`src/rtl/gaussian_arbiter.sv`:
```
// Shares one gaussian noise generator between NUM_REQ requesters.
// Sequences seed load, warm-up discard, then round-robin sample service.
module gaussian_arbiter #(
  parameter int DATA_WIDTH      = 32,
  parameter int FRACTIONAL_BITS = 24,
  parameter int NUM_REQ         = 4,
  parameter int WARMUP          = 16,
  parameter logic [FRACTIONAL_BITS:0] DEFAULT_SEED = 25'h1DCB000
) (
  input  logic                       Clk,
  input  logic                       Reset,
  input  logic                       cfg_load,
  input  logic [FRACTIONAL_BITS:0]   cfg_seed,
  input  logic [NUM_REQ-1:0]         req,
  output logic [NUM_REQ-1:0]         gnt,
  output logic [DATA_WIDTH-1:0]      sample_out,
  output logic                       ready,
  output logic [31:0]                sample_count,
  output logic                       gen_enable,
  output logic                       gen_seed_load,
  output logic [FRACTIONAL_BITS:0]   gen_seed,
  input  logic [DATA_WIDTH-1:0]      gen_randnum
);

  localparam int PW = $clog2(NUM_REQ);
  localparam int WW = (WARMUP > 0) ? $clog2(WARMUP + 1) : 1;

  localparam logic [1:0] SEED  = 2'd0;
  localparam logic [1:0] WARM  = 2'd1;
  localparam logic [1:0] SERVE = 2'd2;

  logic [1:0]               state_q, state_d;
  logic [WW-1:0]            warm_q, warm_d;
  logic [PW-1:0]            rr_q, rr_d;
  logic [NUM_REQ-1:0]       gnt_q, gnt_d;
  logic [31:0]              cnt_q, cnt_d;
  logic [FRACTIONAL_BITS:0] seed_q, seed_d;

  logic [PW-1:0] win;
  logic [PW-1:0] idx_v;
  logic          hit;

  // First set request strictly after the pointer, wrapping around.
  always_comb begin
    win   = rr_q;
    hit   = 1'b0;
    idx_v = '0;
    for (int i = 1; i <= NUM_REQ; i++) begin
      idx_v = PW'((int'(rr_q) + i) % NUM_REQ);
      if (!hit && req[idx_v]) begin
        hit = 1'b1;
        win = idx_v;
      end
    end
  end

  always_comb begin
    state_d = state_q;
    warm_d  = warm_q;
    rr_d    = rr_q;
    gnt_d   = '0;
    cnt_d   = cnt_q;
    seed_d  = seed_q;
    unique case (state_q)
      SEED: begin
        cnt_d   = '0;
        warm_d  = WW'(WARMUP);
        state_d = (WARMUP == 0) ? SERVE : WARM;
      end
      WARM: begin
        warm_d = warm_q - WW'(1);
        if (warm_q == WW'(1)) state_d = SERVE;
      end
      SERVE: begin
        if (hit) begin
          rr_d  = win;
          gnt_d = NUM_REQ'(1) << win;
          cnt_d = cnt_q + 32'd1;
        end
      end
      default: state_d = SEED;
    endcase
    // A reseed pre-empts arbitration and warm-up in the same cycle.
    if (cfg_load) begin
      state_d = SEED;
      seed_d  = cfg_seed;
      warm_d  = warm_q;
      rr_d    = rr_q;
      gnt_d   = '0;
      cnt_d   = cnt_q;
    end
  end

  always_ff @(posedge Clk or posedge Reset) begin
    if (Reset) begin
      state_q <= SEED;
      warm_q  <= '0;
      rr_q    <= PW'(NUM_REQ - 1);
      gnt_q   <= '0;
      cnt_q   <= '0;
      seed_q  <= DEFAULT_SEED;
    end else begin
      state_q <= state_d;
      warm_q  <= warm_d;
      rr_q    <= rr_d;
      gnt_q   <= gnt_d;
      cnt_q   <= cnt_d;
      seed_q  <= seed_d;
    end
  end

  assign gnt           = gnt_q;
  assign sample_out    = gen_randnum;
  assign ready         = (state_q == SERVE);
  assign sample_count  = cnt_q;
  assign gen_seed      = seed_q;
  // Reset holds state at SEED, so the strobe is masked while it is asserted.
  assign gen_seed_load = !Reset && (state_q == SEED);
  assign gen_enable    = !cfg_load &&
                         ((state_q == WARM) ||
                          ((state_q == SERVE) && (|req)));

endmodule

```
`config.mk`:
```
export PLATFORM = sky130hd
export DESIGN_NAME = gaussian_arbiter
export DESIGN_NICKNAME = d
export VERILOG_FILES = /design/src/rtl/gaussian_arbiter.sv
export SDC_FILE = /design/constraint.sdc
export NUM_CORES = 1
export LEC_CHECK = 0
export CORE_MARGIN = 2
export CORE_UTILIZATION = 42
export DETAILED_ROUTE_END_ITERATION = 6
export PLACE_DENSITY_LB_ADDON = 0.3
export SKIP_CTS_REPAIR_TIMING = 1
export SYNTH_ARGS = -nofsm -noshare
export SYNTH_HDL_FRONTEND = slang
export SYNTH_SLANG_ARGS = --single-unit
export TNS_END_PERCENT = 5
```
`constraint.sdc`:
```
create_clock -name Clk -period 2.8 [get_ports Clk]
set_input_delay 0.84 -clock Clk [delete_from_list [all_inputs] [get_ports Clk]]
set_output_delay 0.84 -clock Clk [all_outputs]
set_load 0.02 [all_outputs]
```
==> metrics.csv <==
metric,value,unit
netlist_instances,340,
synth.area.top_cells,"dfrtp_1 41%, dfstp_2 8.1%, mux2_2 7.9%",
die-width,96.3,um
grt_overflow,0,
ys_ff_latch,70,
p_per_area,509,nW/um^2
clockBufferDepth,2,
drive_gt1_share,18.4,%
antenna_found_initial,0,
clock-root-buffer,clkbuf_8,
finalCriticalPeriod,2.74,ns
syn_area,3580,um^2
viasPerCell,5.13,
final_nets,486,
final_common_cell,clkdlybuf4s50_1,
synth-edff-count,0,
ys_seq_area_share,49.4,%
synthArstFlopShare,100,%
crit_path_max_fanout,2,
cts_buffers,9,
fin_crit_sh,97.9,%
maxSlewHeadroom,63.8,%
endpoint_kind,output port,
maxSlewViolCount,0,
yosysTopAreaCell,dfrtp_1,
initial_core_util,43.5,%
maxCapViolCount,0,
worst_slew_pin_slew,0.542,ns
track_usage,17.3,%
cts_sinks,70,
final_cell_mix,"89 x clkdlybuf4s50_1, 59 x dfrtp_1, 36 x nor2_1, 25 x mux2_2, 25 x xor2_1",
cts_tree,yes,
path_class,primary input to output port,
drtAntennaViolNets,0,
vias,2712,
final.setup.tns,0,ns
first_pass_iters,4,
place_ws,-0.489,ns
dp_hpwl,5.37,mm
crit_arrival,1.90,ns
num_rows,33,
clock_latency,0.33,ns
die_h,96.3,um
pin_count,160,
syn_nets,407,
place_area,4530,um^2
numPortBuffers,95,
drc_errors,0,
diodes,0,
syn_to_final_growth,31.8,%
skew,0.00712,ns
hold_class,register to register,
htreeDepth,3,
dp.cells,513,
place_congestion,0.817,
synthFlopType,dfrtp_1,
grt_pass1_wl,12.6,mm
fillers,723,
worstPathRequired,1.96,ns
first_iter_violations,187,
design_area,4710,um^2
core,8220,um^2
routed_wirelength,7.66,mm
yosysWarnings,0,
grt_setup_unrepaired,no,
register_area,1770,um^2
grt_max_degree,44,
leakage,2.07,nW
synth.top_cell.area_share,41.3,%
setup_viol_count_final,0,
layout_setup_ws,0.0584,ns
outcome,finished clean,
dieArea,9270,um^2
multi_input_area,1490,um^2
peakVddDrop,0.000335,V
yosysUniqueCellTypes,46,
fin_cells,529,
post_drt_wl_per_cell,14.5,um
utilization,57.4,%
first_global_vias,2739,
hold_viol,0,
cp-start-kind,primary input,
cts.clk_slew.worst_paths,0.07,ns
fmax,0.365,GHz
avgSynthCellArea,10.5,um^2
-- cell usage after synthesis, drive strengths merged, types with 2 or more instances --
cell / count
xor2: 25
nand4: 18
or3: 8
nor2b: 2
mux2i: 5
nor3: 8
nand2: 23
a21oi: 10
o21ai: 10
nor4: 2
dfstp: 11
mux2: 25
dfrtp: 59
nand3: 11
and2b: 2
a22o: 2
nor2: 37
buf: 40
and3: 7
inv: 8
and2: 3
a211oi: 2
clkbuf: 5
ha: 3
-- report_power, final --
group,total [mW],switching [mW],internal (mW)
clock,0.742,0.347,0.395
sequential,1.18,0.0711,1.11
combinational,0.479,0.235,0.244
-- path summary, 6_finish.rpt --
check | from | cells past startpoint | slack (ns) | to
min in group asynchronous | Reset | 4 | 1.03 | gen_seed[6]$_DFFE_PP0P_
max reg2reg | sample_count[0]$_DFFE_PP0P_ | 6 | 0.77 | sample_count[28]$_DFFE_PP0P_
max | cfg_load | 4 | 0.06 | gen_enable
min | gen_seed[4]$_DFFE_PP0P_ | 1 | 0.51 | gen_seed[4]$_DFFE_PP0P_
max in group asynchronous | Reset | 4 | 1.31 | rr_q[1]$_DFFE_PP1P_
min reg2reg | gen_seed[4]$_DFFE_PP0P_ | 1 | 0.51 | gen_seed[4]$_DFFE_PP0P_
-- layer usage --
| layer | GRT usage (%) | vias up | part of all wire (%) |
|---|---|---|---|
| met5 | 0 | - | 0 |
| met3 | 5.40 | 17 | 7.8 |
| met4 | 5.40 | 0 | 1.3 |
| met1 | 21.7 | 1299 | 43 |
| li1 | - | 1291 | - |
| met2 | 28.7 | 105 | 48 |
-- logic make-up after synthesis --
group,synth area share (%)
AND/OR/NAND/NOR,19.0
buffers and inverters,9.13
adder cells (fa/ha/maj),1.05
multiplexers,9.27
AO/OA/AOI/OAI,6.05
XOR/XNOR,6.12
flip-flops,49.4
-- sequential cells by signal, indices dropped and copies added (netlist names) --
register      flops
sample_count     32
gen_seed         25
warm_q            5
gnt               4
rr_q              2
state_q           2
-- area by class of cell --
type,count,area share [%]
Sequential cell,70,37.4
Multi-Input combinational cell,217,31.6
Clock inverter,1,0.106
Tap cell,105,2.79
Timing Repair Buffer,113,23.7
Clock buffer,15,3.74
Inverter,8,0.637
-- critical path, cell delays in order --
cell and delay [ns]:
clkdlybuf4s50_1 0.43, or3_1 0.40, nand2_1 0.07, clkbuf_2 0.16
-- per-stage QoR --
stage | power (mW) | hold WS (ns)
after detailed placement | 1.68 | 0.495
after CTS | 2.44 | 0.515
after global routing | 2.54 | 0.525
after global placement | 1.66 | 0.490
after floorplan | 1.54 | 0.499
final | 2.40 | 0.508
No activity file was read; power rests on OpenSTA's default activity.
